<file path="config.mk">
export PLATFORM = sky130hd
export DESIGN_NAME = multi_ch_trigger_gen
export DESIGN_NICKNAME = d
export VERILOG_FILES = /design/src/rtl/multi_ch_trigger_gen.sv
export SDC_FILE = /design/constraint.sdc
export NUM_CORES = 1
export LEC_CHECK = 0
export BUFFER_PORTS_ARGS = -buffer_cell sky130_fd_sc_hd__clkbuf_2
export CORE_MARGIN = 2
export CORE_UTILIZATION = 43
export CTS_BUF_LIST = sky130_fd_sc_hd__clkbuf_4 sky130_fd_sc_hd__clkbuf_8 sky130_fd_sc_hd__clkbuf_16
export DETAILED_ROUTE_END_ITERATION = 6
export GPL_TIMING_DRIVEN = 1
export HOLD_SLACK_MARGIN = 0.1
export PLACE_DENSITY = 0.69
export SYNTH_ARGS = -nofsm -noshare
export SYNTH_HDL_FRONTEND = slang
export SYNTH_SLANG_ARGS = --single-unit
export TNS_END_PERCENT = 20
</file>
<file path="constraint.sdc">
create_clock -name clk -period 2.49 [get_ports clk]
set_input_delay 0.498 -clock clk [delete_from_list [all_inputs] [get_ports clk]]
set_output_delay 0.498 -clock clk [all_outputs]
set_load 0.01 [all_outputs]
</file>
<file path="src/rtl/multi_ch_trigger_gen.sv">
// multi_ch_trigger_gen
//   Time-multiplexed trigger generator for ranging sensors. A sweep fires the
//   enabled channels in ascending order, one per slot. Each trigger line is
//   high for PULSE_US microseconds, and consecutive rises are SLOT_US apart.
//   A sweep is launched by a single-cycle start request (one-shot) or by en
//   (sweeps repeat back-to-back while en is high).
//
// Ports
//   clk          system clock
//   rst          asynchronous active-high reset
//   en           periodic sweep mode
//   start        one-shot sweep request (single-cycle pulse)
//   ch_mask      per-channel enables, latched at each sweep start
//   trigger      sensor trigger lines, one-hot or zero
//   trigger_tick one-cycle pulse on the first cycle of each trigger pulse
//   ch_idx       channel owning the current slot
//   busy         sweep in progress
//   sweep_done   one-cycle pulse when a sweep completes
module multi_ch_trigger_gen #(
    parameter int unsigned CLK_FREQ = 100_000_000,
    parameter int unsigned NUM_CH   = 4,
    parameter int unsigned PULSE_US = 10,
    parameter int unsigned SLOT_US  = 60000,
    parameter int unsigned CH_W     = (NUM_CH > 1) ? $clog2(NUM_CH) : 1
) (
    input  logic              clk,
    input  logic              rst,
    input  logic              en,
    input  logic              start,
    input  logic [NUM_CH-1:0] ch_mask,
    output logic [NUM_CH-1:0] trigger,
    output logic              trigger_tick,
    output logic [CH_W-1:0]   ch_idx,
    output logic              busy,
    output logic              sweep_done
);

    localparam int unsigned US_DIV = CLK_FREQ / 1_000_000;
    localparam int unsigned PRE_W  = (US_DIV > 1) ? $clog2(US_DIV) : 1;
    localparam int unsigned US_W   = $clog2(SLOT_US + 1);

    localparam logic [PRE_W-1:0] PRE_LAST   = PRE_W'(US_DIV - 1);
    localparam logic [US_W-1:0]  PULSE_LAST = US_W'(PULSE_US - 1);
    localparam logic [US_W-1:0]  SLOT_LAST  = US_W'(SLOT_US - 1);

    typedef enum logic [1:0] {
        S_IDLE,
        S_PULSE,
        S_WAIT
    } state_t;

    state_t            state;
    logic [PRE_W-1:0]  pre_cnt;
    logic [US_W-1:0]   us_cnt;
    logic [NUM_CH-1:0] mask_lat;

    logic              low_any;
    logic [CH_W-1:0]   low_ch;
    logic              nxt_any;
    logic [CH_W-1:0]   nxt_ch;
    logic              us_wrap;
    logic              pulse_end;
    logic              slot_end;

    // Comparison-based decode keeps out-of-range indices harmless when
    // NUM_CH is not a power of two.
    function automatic logic [NUM_CH-1:0] onehot(input logic [CH_W-1:0] idx);
        logic [NUM_CH-1:0] v;
        v = '0;
        for (int unsigned i = 0; i < NUM_CH; i++) begin
            v[i] = (32'(idx) == i);
        end
        return v;
    endfunction

    // low_*: first channel of a new sweep (live mask).
    // nxt_*: next latched channel strictly above the current slot.
    always_comb begin
        low_any = 1'b0;
        low_ch  = '0;
        nxt_any = 1'b0;
        nxt_ch  = '0;
        for (int unsigned i = 0; i < NUM_CH; i++) begin
            if (ch_mask[i] && !low_any) begin
                low_any = 1'b1;
                low_ch  = CH_W'(i);
            end
            if (mask_lat[i] && (i > 32'(ch_idx)) && !nxt_any) begin
                nxt_any = 1'b1;
                nxt_ch  = CH_W'(i);
            end
        end
    end

    // The counters are cleared on the rise edge. At edge e after the rise
    // they hold e-1 cycles, so the last cycle of a span of K microseconds is
    // the one where the prescaler wraps with us_cnt == K-1.
    assign us_wrap   = (pre_cnt == PRE_LAST);
    assign pulse_end = us_wrap && (us_cnt == PULSE_LAST);
    assign slot_end  = us_wrap && (us_cnt == SLOT_LAST);

    always_ff @(posedge clk or posedge rst) begin
        if (rst) begin
            state        <= S_IDLE;
            pre_cnt      <= '0;
            us_cnt       <= '0;
            mask_lat     <= '0;
            trigger      <= '0;
            trigger_tick <= 1'b0;
            ch_idx       <= '0;
            busy         <= 1'b0;
            sweep_done   <= 1'b0;
        end else begin
            trigger_tick <= 1'b0;
            sweep_done   <= 1'b0;

            if (state != S_IDLE) begin
                if (us_wrap) begin
                    pre_cnt <= '0;
                    us_cnt  <= us_cnt + 1'b1;
                end else begin
                    pre_cnt <= pre_cnt + 1'b1;
                end
            end

            case (state)
                S_IDLE: begin
                    if (start || en) begin
                        if (low_any) begin
                            mask_lat     <= ch_mask;
                            pre_cnt      <= '0;
                            us_cnt       <= '0;
                            trigger      <= onehot(low_ch);
                            trigger_tick <= 1'b1;
                            ch_idx       <= low_ch;
                            busy         <= 1'b1;
                            state        <= S_PULSE;
                        end else begin
                            sweep_done <= 1'b1;
                        end
                    end
                end

                S_PULSE: begin
                    if (pulse_end) begin
                        trigger <= '0;
                        state   <= S_WAIT;
                    end
                end

                S_WAIT: begin
                    if (slot_end) begin
                        if (nxt_any) begin
                            pre_cnt      <= '0;
                            us_cnt       <= '0;
                            trigger      <= onehot(nxt_ch);
                            trigger_tick <= 1'b1;
                            ch_idx       <= nxt_ch;
                            state        <= S_PULSE;
                        end else begin
                            sweep_done <= 1'b1;
                            // Periodic mode chains straight into the next
                            // sweep so busy never drops between sweeps.
                            if (en && low_any) begin
                                mask_lat     <= ch_mask;
                                pre_cnt      <= '0;
                                us_cnt       <= '0;
                                trigger      <= onehot(low_ch);
                                trigger_tick <= 1'b1;
                                ch_idx       <= low_ch;
                                state        <= S_PULSE;
                            end else begin
                                busy  <= 1'b0;
                                state <= S_IDLE;
                            end
                        end
                    end
                end

                default: begin
                    trigger <= '0;
                    busy    <= 1'b0;
                    state   <= S_IDLE;
                end
            endcase
        end
    end

endmodule

</file>
== After elaboration in Yosys (flattened, before gate mapping) ==
Cells that the tools add are included.
W data, S select, Z words.

* Equal/unequal tests: 19
* Bitwise gates (word level): 1
* Add/subtract/negate cells: 2
* Order comparisons: 3
* Muxes and demuxes: 72
* Reductions and logical operators: 27

{| class="wikitable"
|+ Operator list
! operator !! number
|-
| $mux W16 || 7
|-
| $mux W7 || 7
|-
| $mux W4 || 11
|-
| $pmux W16 S2 || 1
|-
| $mux W2 || 13
|-
| $mux W1 || 25
|-
| $add A16 B1 Y16 const B || 1
|-
| $eq A16 B16 Y1 const B || 1
|-
| $eq A16 B4 Y1 const B || 1
|-
| $ne A2 B2 Y1 const B || 7
|-
| $pmux W7 S2 || 1
|-
| $pmux W4 S3 || 1
|-
| $reduce_and A6 Y1 || 2
|-
| $logic_and A1 B1 Y1 || 11
|-
| $eq A2 B2 Y1 const B || 5
|-
| $reduce_and A5 Y1 || 2
|-
| $pmux W4 S2 || 1
|-
| $add A7 B1 Y7 const B || 1
|-
| $eq A7 B7 Y1 const B || 1
|-
| $eq A2 B1 Y1 const B || 3
|-
| $logic_not A2 Y1 || 3
|-
| $pmux W2 S3 || 1
|-
| $logic_not A1 Y1 || 5
|-
| $gt A2 B2 Y1 const A || 2
|-
| 9 further kinds || 11
|}

* Bits of input ports: 8
* Flip-flop bits (word level): 38
* Logic and storage cells: 133
* Output and inout bits: 9

== Logic depth before layout (Yosys ltp) ==
Gate-level depths: netlist of run 1.

* Depth in word-level cells: 15
* Gate-level depth with buffers: 7
* Mapped depth without buffers: 6

== Worst setup path before layout of run 1 ==
No wires, ideal clock.

* Path type: reg2reg
* From: reg pre_cnt[2]
* To: reg ch_idx[0]
* Path buffers: 1
* Stages on the path, launching flop included: 7
* Data required time: 2365 ps
* Library setup time: 125 ps
* Slack: 219 ps
* Arrival: 2147 ps
* Cells stage by stage: dfrtp_1 > or4b_1 > buf_6 > nor4_4 > a21oi_2 > nor2_2 > mux2_2

* Word-level cells in the longest chain between the ends: 4

{| class="wikitable"
|+ RTL lines
! what !! RTL line !! RTL
|-
| start: declaration || 53 || <nowiki>logic [PRE_W-1:0] pre_cnt;</nowiki>
|-
| start signal: assignment || 122 || <nowiki>pre_cnt <= pre_cnt + 1'b1;</nowiki>
|-
| $eq A7 B7 Y1 || 98 || <nowiki>assign us_wrap = (pre_cnt == PRE_LAST);</nowiki>
|-
| $logic_and A1 B1 Y1 || 100 || <nowiki>assign slot_end = us_wrap && (us_cnt == SLOT_LAST);</nowiki>
|-
| $ne A2 B2 Y1 (no source line) || n/a ||
|-
| $reduce_and A5 Y1 (no source line) || n/a ||
|-
| end signal: assignment || 135 || <nowiki>ch_idx <= low_ch;</nowiki>
|-
| end signal: assignment || 158 || <nowiki>ch_idx <= nxt_ch;</nowiki>
|-
| end signal: assignment || 170 || <nowiki>ch_idx <= low_ch;</nowiki>
|-
| end: declaration || 33 || <nowiki>output logic [CH_W-1:0] ch_idx,</nowiki>
|}

Every way passes these cells.
A chain may end at the register's enable or synchronous reset.

== Worst setup path after layout of run 1 ==
* From: reg pre_cnt[3]
* To: reg us_cnt[9]

* Word-level cells in the longest chain between the ends: 7
* Elaborated cells between the ends (all ways): 10

{| class="wikitable"
|+ RTL lines
! what !! RTL line !! RTL
|-
| $eq A7 B7 Y1 (*) || 98 ||
|-
| $mux W16 || 118 || <nowiki>if (us_wrap) begin</nowiki>
|-
| $mux W16 || 117 || <nowiki>if (state != S_IDLE) begin</nowiki>
|-
| $mux W16 || 164 || <nowiki>if (en && low_any) begin</nowiki>
|-
| $mux W16 || 153 || <nowiki>if (nxt_any) begin</nowiki>
|-
| $mux W16 || 152 || <nowiki>if (slot_end) begin</nowiki>
|-
| $pmux W16 S2 (*) || 126 || <nowiki>case (state)</nowiki>
|-
| end signal: assignment || 120 || <nowiki>us_cnt <= us_cnt + 1'b1;</nowiki>
|-
| end: declaration || 54 || <nowiki>logic [US_W-1:0] us_cnt;</nowiki>
|}

Every way passes the cells marked *; elsewhere a longest branch is shown, timed or not.

==> impl_metrics.csv, run 1 <==
group,metric,value,unit
status,run_status,"completed",
routing,detail_route.first_pass.iterations,4,
setup_path,critPathArrivalTime,2.47,ns
routing,top_layer,"met4",
clocking,cts_setup_buffers,0,
logic_synthesis,ys_seq_elements,37,
setup_path,timing.critical_path.fanout_max,6,
die,die_area,5700,um^2
clocking,worst_skew_pair.late_latency,0.30,ns
power_and_ir_drop,power.share.switching,30.8,%
routing,avgViaCountPerCell,5.67,
power_and_ir_drop,cellPowerDensity,579,nW/um^2
clocking,tritoncts,"built",
die,fp-row-count,26,
logic_synthesis,synth.yosys.warnings,0,
die,start_util,43.9,%
global_route,grt_first_pass_wirelength,8860,um
power_and_ir_drop,power.static_leakage,1.04,nW
power_and_ir_drop,irDropWorstVdd,284,uV
clocking,post_cts_hold_buffer_count,0,
placement,dpl_cell_area,2470,um^2
sta,fmaxAchievable,436,MHz
die,fp.dieW,75.5,um
routing,routed-via-count,1968,
placement,dp.final_hpwl,3960,um
sta,final_max_slew_viol_count,0,
global_route,groute.usage.overall,20.8,%
routing,drcViolationCount,0,
sta,final_critical_path_required_period,2.29,ns
global_route,number_of_global_route_vias_before_repair,1826,
routing,post_drt_wl_per_cell,15.2,um
clocking,ctsLongestPathBuffers,2,
sta,worst-slew-pin-transition,0.593,ns
placement,place_congestion,0.871,
finish,fin_nets,288,
logic_synthesis,postSynthAreaPerCell,9.08,um^2
clocking,cts_buffers,5,
setup_path,ff2ff_setup_slack,0.20,ns
routing,route.final.wire_length,5280,um
setup_path,reg2reg_to,"us_cnt[9]",
die,fp.dieH,75.5,um
clocking,clock_tree.root_cell,"sky130_fd_sc_hd__clkbuf_8",
die,coreArea,5010,um^2
routing,met3_length,257,um
placement,quantity_of_i_o_buffers_inserted_on_ports,16,
routing,final_antenna_net_count,0,
logic_synthesis,synth.cell_area,2200,um^2
setup_path,timing_worst_setup_path_type,"reg2reg",
power_and_ir_drop,p_sw,0.457,mW
logic_synthesis,synth.distinct_cells,50,
power_and_ir_drop,power.internal,1.03,mW
sta,setup_total_negative_slack,0,ns
setup_path,r2r_start,"pre_cnt[3]",
power_and_ir_drop,comb_power_share,17.6,%
logic_synthesis,number_of_enable_flip_flop_cells_after_synthesis,0,
finish,insertedDiodeCount,0,
routing,drt_iter0_drc,138,
logic_synthesis,synth-seq-area-share,42.1,%
sta,setup_viol,0,
global_route,grt_antenna_before_repair,0,
sta,relSlewSlack,59.9,%
sta,rsz0062_at_grt,"no",
finish,fin_area,2560,um^2
routing,wl_met1,2410,um
setup_path,rr_worst_depth,5,
sta,post-route-period-util,92.1,%
power_and_ir_drop,clkPwrFrac,30.2,%
finish,syn_to_final_growth,16.4,%
logic_synthesis,asyncSetResetFlopFracSynth,100,%
clocking,cts_htree_levels,2,
routing,route.met2.wl,2540,um
global_route,global_route.overflow_total,0,
job,max_cap_viol_count,0,
die,top_level_i_o_count,17,
clocking,clock_sink_count,37,
finish,num-fill-cells,489,
logic_synthesis,net_count_after_synthesis,253,
min_path,hp-class,"in2async",
power_and_ir_drop,seq_power_share,52.2,%
clocking,clk_pin_slew,0.08,ns
setup_path,end_kind,"flip-flop",
sta,hold_violations,0,
sta,clock_skew,0.00762,ns
setup_path,critical_path_required,2.67,ns
logic_synthesis,ys_dominant_reg_cell,"sky130_fd_sc_hd__dfrtp_1",
clocking,post_cts.resized_instances,0,
global_route,maximum_number_of_pins_on_one_net_before_global_route_repair,38,
finish,post_route_cells_drive_above_1_share,20.2,%
setup_path,critical_path.startpoint_type,"flip-flop",
logic_synthesis,syn_inst,242,
cells in the final DEF, fill, tap and decap left out, drive strengths merged, types with 2 or more instances in the layout:
| cell | n |
|---|---|
| dfrtp | 37 |
| nand2 | 29 |
| clkbuf | 23 |
| nor2 | 21 |
| o21ai | 18 |
| buf | 18 |
| inv | 11 |
| nand4 | 10 |
| nand3 | 10 |
| a21oi | 10 |
| nor3 | 10 |
| nor4 | 7 |
| nor2b | 6 |
| mux2i | 5 |
| o211ai | 5 |
| xnor2 | 4 |
| a31o | 4 |
| xor2 | 4 |
| mux2 | 4 |
| o31ai | 3 |
| o41ai | 3 |
| ha | 3 |
| or3 | 3 |
| or4 | 2 |
| o21a | 2 |
| o311ai | 2 |
| or2 | 2 |
| o22ai | 2 |
| and3 | 2 |
| and4 | 2 |
| a31oi | 2 |
| a41o | 2 |
layer usage:
metal / up-vias / global-route usage [%]
met1: 948 / 29.1
met3: 6 / 3.97
met2: 55 / 33.2
met5: - / 0
met4: 0 / 6.04
li1: 959 / -
flip-flops by register name, indices dropped and copies added, names as in the netlist:
name and flops:
trigger 4, sweep_done 1, trigger_tick 1, state 2
busy 1, pre_cnt 7, ch_idx 2, us_cnt 16
mask_lat 3
layout make-up:
type / count / area, um^2 / area share (%)
multi-input cells: 188 / 1200 / 46.9
flip-flops and latches: 37 / 926 / 36.2
repair buffers: 34 / 215 / 8.41
clock buffers: 7 / 90.1 / 3.52
well taps: 70 / 87.6 / 3.42
inverters: 11 / 41.3 / 1.61
through the flow:
step	hold slack, ns	std cells	worst slack, ns	util (%)	power (mW)
after floorplan	0.477	242	0.219	-	0.963
after global placement	0.492	340	0.252	49.3	1.03
after detailed placement	0.498	340	0.199	49.3	1.04
after CTS	0.302	347	0.189	51.1	1.49
after global routing	0.337	347	0.0729	51.1	1.57
final	0.271	347	0.197	51.1	1.48
synth_stat cells (2+ instances only):
cell type                  number  area share, %
sky130_fd_sc_hd__a31o_1         4            1.6
sky130_fd_sc_hd__or3_1          2           0.57
sky130_fd_sc_hd__o21a_1         2           0.68
sky130_fd_sc_hd__nor4_1         4            1.1
sky130_fd_sc_hd__nand3_1       10            2.3
sky130_fd_sc_hd__xor2_1         4            1.6
sky130_fd_sc_hd__inv_1         11            1.9
sky130_fd_sc_hd__a31oi_1        2           0.57
sky130_fd_sc_hd__nand4_1       10            2.8
sky130_fd_sc_hd__or4_1          2           0.68
sky130_fd_sc_hd__nor2b_1        6            1.7
sky130_fd_sc_hd__nor3_1         9            2.0
sky130_fd_sc_hd__nor2_1        20            3.4
sky130_fd_sc_hd__mux2i_1        5            2.3
sky130_fd_sc_hd__o31ai_1        3            1.0
sky130_fd_sc_hd__o21ai_0       18            4.1
sky130_fd_sc_hd__o41ai_1        3            1.2
sky130_fd_sc_hd__and3_1         2           0.57
sky130_fd_sc_hd__mux2_2         4            2.0
sky130_fd_sc_hd__ha_1           3            1.7
sky130_fd_sc_hd__clkbuf_1       4           0.68
sky130_fd_sc_hd__or2_2          2           0.57
sky130_fd_sc_hd__o211ai_1       5            1.7
sky130_fd_sc_hd__dfrtp_1       37             42
sky130_fd_sc_hd__a21oi_1        9            2.0
sky130_fd_sc_hd__nor4_4         3            2.9
sky130_fd_sc_hd__o22ai_1        2           0.57
sky130_fd_sc_hd__and4_1         2           0.80
sky130_fd_sc_hd__xnor2_1        4            1.6
sky130_fd_sc_hd__o311ai_0       2           0.80
sky130_fd_sc_hd__nand2_1       29            5.0
cell families after synthesis:
| family | after synthesis | synth area share [%] |
|---|---|---|
| muxes | 9 | 4.33 |
| AOI/OAI and AO/OA | 60 | 18.2 |
| adders and majority gates | 3 | 1.71 |
| xor gates and xnor gates | 8 | 3.19 |
| and+or+nand+nor | 108 | 27.1 |
| DFF | 37 | 42.1 |
| buffers and inverters | 17 | 3.30 |
power groups by stage:
stage,combinational (mW),sequential [mW],clock [mW]
2_1_floorplan,0.199,0.764,0
3_3_place_gp,0.255,0.780,0
3_5_place_dp,0.261,0.782,0
4_1_cts,0.263,0.773,0.455
5_1_grt,0.306,0.786,0.476
6_report,0.261,0.773,0.448
critical path, cell delays in order (launching register included):
cell	delay, ns
sky130_fd_sc_hd__dfrtp_1	0.42
sky130_fd_sc_hd__or4b_1	0.60
sky130_fd_sc_hd__nor4_4	0.37
sky130_fd_sc_hd__a21oi_2	0.16
sky130_fd_sc_hd__or3_4	0.42
sky130_fd_sc_hd__a31o_1	0.22
how the worst max path moves through the flow:
stage / from / end / slack, ns
4_1_cts: pre_cnt[3] / us_cnt[9] / 0.19
6_report: pre_cnt[3] / us_cnt[9] / 0.20
3_5_place_dp: pre_cnt[3] / us_cnt[9] / 0.20
2_1_floorplan: pre_cnt[2] / ch_idx[0] / 0.22
5_1_grt: pre_cnt[3] / us_cnt[9] / 0.07
3_3_place_gp: pre_cnt[3] / us_cnt[13] / 0.25
No activity file was read; power rests on OpenSTA's default activity.
==> run 2: changes to the inputs <==
--- a/config.mk
+++ b/config.mk
@@ -5,10 +5,12 @@
 export SDC_FILE = /design/constraint.sdc
 export NUM_CORES = 1
 export LEC_CHECK = 0
+export ABC_AREA = 1
 export BUFFER_PORTS_ARGS = -buffer_cell sky130_fd_sc_hd__clkbuf_2
 export CORE_MARGIN = 2
 export CORE_UTILIZATION = 43
 export CTS_BUF_LIST = sky130_fd_sc_hd__clkbuf_4 sky130_fd_sc_hd__clkbuf_8 sky130_fd_sc_hd__clkbuf_16
+export CTS_CLUSTER_SIZE = 28
 export DETAILED_ROUTE_END_ITERATION = 6
 export GPL_TIMING_DRIVEN = 1
 export HOLD_SLACK_MARGIN = 0.1
==> run 2 against run 1 <==
  * Wire length shrank 1.4%
  * Non-clock buffer count decreased by 17
  * Combinational power is 80% lower
  * Clock-buffer cell count down 1
  * Critical path type unchanged
  * Critical endpoint is now us_cnt[7]
  * Largest power group unchanged
==> impl_metrics.csv, run 2 <==
group,metric,value,unit
finish,insertedDiodeCount,0,
logic_synthesis,synth.yosys.warnings,0,
sta,final_max_slew_viol_count,0,
logic_synthesis,synth.distinct_cells,36,
setup_path,timing_worst_setup_path_type,"reg2reg",
power_and_ir_drop,irDropWorstVdd,307,uV
sta,worst-slew-pin-transition,0.464,ns
finish,post_route_cells_drive_above_1_share,18.2,%
placement,dp.final_hpwl,3950,um
setup_path,timing.critical_path.fanout_max,12,
placement,quantity_of_i_o_buffers_inserted_on_ports,16,
global_route,groute.usage.overall,19.0,%
clocking,ctsLongestPathBuffers,2,
setup_path,reg2reg_to,"us_cnt[7]",
routing,drcViolationCount,0,
sta,fin_ws,0.704,ns
clocking,post_cts.resized_instances,0,
logic_synthesis,synthTopCellsByArea,"sky130_fd_sc_hd__dfrtp_1 38%, sky130_fd_sc_hd__nand2_1 16%, sky130_fd_sc_hd__nand3_1 5.5%, sky130_fd_sc_hd__nor2_1 5.3%, sky130_fd_sc_hd__inv_1 5.0%",
logic_synthesis,ys_dominant_reg_cell,"sky130_fd_sc_hd__dfrtp_1",
global_route,grt_first_pass_wirelength,9560,um
routing,post_drt_wl_per_cell,12.1,um
finish,largest_register,"us_cnt",
power_and_ir_drop,cellPowerDensity,399,nW/um^2
job,max_cap_viol_count,0,
setup_path,startpoint,"us_cnt[0]",
logic_synthesis,asyncSetResetFlopFracSynth,100,%
setup_path,r2r_start,"us_cnt[0]",
routing,detail_route.first_pass.iterations,4,
global_route,grt_antenna_before_repair,0,
placement,place_congestion,0.961,
global_route,number_of_global_route_vias_before_repair,2100,
die,fp.dieW,79.7,um
die,fp-row-count,27,
clocking,worst_skew_pair.late_latency,0.29,ns
clocking,cts_htree_levels,2,
logic_synthesis,synth.top_cells.by_count,"105 x sky130_fd_sc_hd__nand2_1, 37 x sky130_fd_sc_hd__dfrtp_1, 35 x sky130_fd_sc_hd__nor2_1",
setup_path,ff2ff_setup_slack,0.70,ns
routing,final_antenna_net_count,0,
clocking,tritoncts,"built",
setup_path,critical_path_buf_inv_count,0,
clocking,clock_tree.root_cell,"sky130_fd_sc_hd__clkbuf_8",
die,coreArea,5510,um^2
clocking,clk_pin_slew,0.07,ns
routing,drt_iter0_drc,156,
sta,hold_violations,0,
sta,setup_total_negative_slack,0,ns
routing,avgViaCountPerCell,4.96,
logic_synthesis,postSynthAreaPerCell,7.38,um^2
setup_path,crit_cells,8,
finish,layout_commonest_cell,"sky130_fd_sc_hd__nand2_1",
global_route,maximum_number_of_pins_on_one_net_before_global_route_repair,38,
setup_path,end_kind,"flip-flop",
logic_synthesis,yosys.area.top_type_share,37.6,%
global_route,global_route.overflow_total,0,
clocking,clock_sink_count,37,
clocking,post_cts_hold_buffer_count,0,
clocking,cts_buffers,5,
routing,route.final.wire_length,5210,um
sta,relSlewSlack,69.0,%
sta,setup_viol,0,
logic_synthesis,synth-seq-area-share,37.6,%
placement,placement.setup.worst_slack,0.641,ns
finish,layout.cells.non_filler,429,
finish,fin_nets,367,
setup_path,rr_worst_depth,8,
power_and_ir_drop,power.static_leakage,1.34,nW
sta,post-route-period-util,71.7,%
finish,max_reg_flops,16,
sta,clock_skew,0.00606,ns
setup_path,critPathMostFrequentCell,"sky130_fd_sc_hd__nand2_1",
logic_synthesis,syn_inst,334,
setup_path,critical_path.startpoint_type,"flip-flop",
placement,place_inst,421,
sta,final_critical_path_required_period,1.79,ns
status,run_status,"completed",
finish,top_regs,"us_cnt (16), pre_cnt (7), trigger (4)",
logic_synthesis,synth.cell_area,2460,um^2
die,die_area,6350,um^2
sta,fmaxAchievable,560,MHz
routing,routed-via-count,2127,
setup_path,critPathArrivalTime,1.97,ns
min_path,hp-class,"in2async",
logic_synthesis,leading_cell_type_by_number_of_instances_after_synthesis,"sky130_fd_sc_hd__nand2_1",
die,fp.dieH,79.7,um
finish,layout_common_cells,"105 x sky130_fd_sc_hd__nand2_1, 37 x sky130_fd_sc_hd__dfrtp_1, 35 x sky130_fd_sc_hd__nor2_1, 33 x sky130_fd_sc_hd__inv_1, 27 x sky130_fd_sc_hd__nand3_1",
clocking,cts_setup_buffers,0,
logic_synthesis,number_of_enable_flip_flop_cells_after_synthesis,0,
placement,dpl_cell_area,2620,um^2
setup_path,crit_path_top_delay_cell,"sky130_fd_sc_hd__dfrtp_1",
setup_path,critical_path_required,2.67,ns
logic_synthesis,net_count_after_synthesis,345,
setup_path,cell_breakdown_of_the_critical_path,"ha_1 > nand3_1 > nor2_2 > nand3_4 > nand2_4 > nand3_2 > nand2_1 > nand2_1",
logic_synthesis,ys_seq_elements,37,
die,start_util,44.7,%
sta,rsz0062_at_grt,"no",
finish,syn_to_final_growth,9.95,%
power_and_ir_drop,total_power,1.08,mW
die,top_level_i_o_count,17,
setup_path,crit_path_max_incr_delay,0.40,ns
setup_path,path_delay_family,"simple AND/OR/NAND/NOR gates",
finish,fin_area,2710,um^2
logic_synthesis,synth_top_area_cell,"sky130_fd_sc_hd__dfrtp_1",
[run 2: cells by family after synthesis]
| kind of cell | synth area share [%] |
|---|---|
| and+or+nand+nor | 44.0 |
| buffers and inverters | 6.86 |
| DFF | 37.6 |
| AOI/OAI and AO/OA | 5.28 |
| xor gates and xnor gates | 3.91 |
| adders and majority gates | 1.52 |
| muxes | 0.813 |
[run 2: worst min-delay path, delay by kind of cell]
kind                   cells  cell delay (ns)
buffers and inverters      3             0.51
[run 2: worst max-delay path by stage]
stage                       to  slack, ns
finish               us_cnt[7]       0.70
detailed placement  trigger[1]       0.64
global placement    trigger[3]       0.65
CTS                  us_cnt[7]       0.68
floorplan            us_cnt[0]       1.02
global route         us_cnt[7]       0.54
[run 2: stage by stage]
| step | hold WS [ns] | util, % |
|---|---|---|
| global placement | 0.457 | 47.6 |
| detailed placement | 0.460 | 47.6 |
| global route | 0.350 | 49.2 |
| CTS | 0.299 | 49.2 |
| finish | 0.277 | 49.2 |
| floorplan | 0.442 | - |
[run 2: where the power goes]
part / leakage, nW / internal, mW / switching [mW]
clock: 0.0484 / 0.205 / 0.214
sequential: 0.454 / 0.605 / 0.00530
combinational: 0.841 / 0.0165 / 0.0350
[run 2: cell type report]
type | count | area, um^2
fillers | 559 | 2800
clock buffers | 6 | 76.3
inverters | 39 | 150
flip-flops and latches | 37 | 926
multi-input cells | 256 | 1370
repair buffers | 17 | 87.6
well taps | 72 | 90.1
clock inverters | 2 | 10.0
[run 2: layer usage]
layer / up-vias / global-route usage, % / routed length [um]
met4: 0 / 6.03 / 88
li1: 1107 / - / -
met2: 36 / 30.5 / 2380
met1: 976 / 25.9 / 2560
met5: - / 0 / 0
met3: 8 / 3.62 / 180
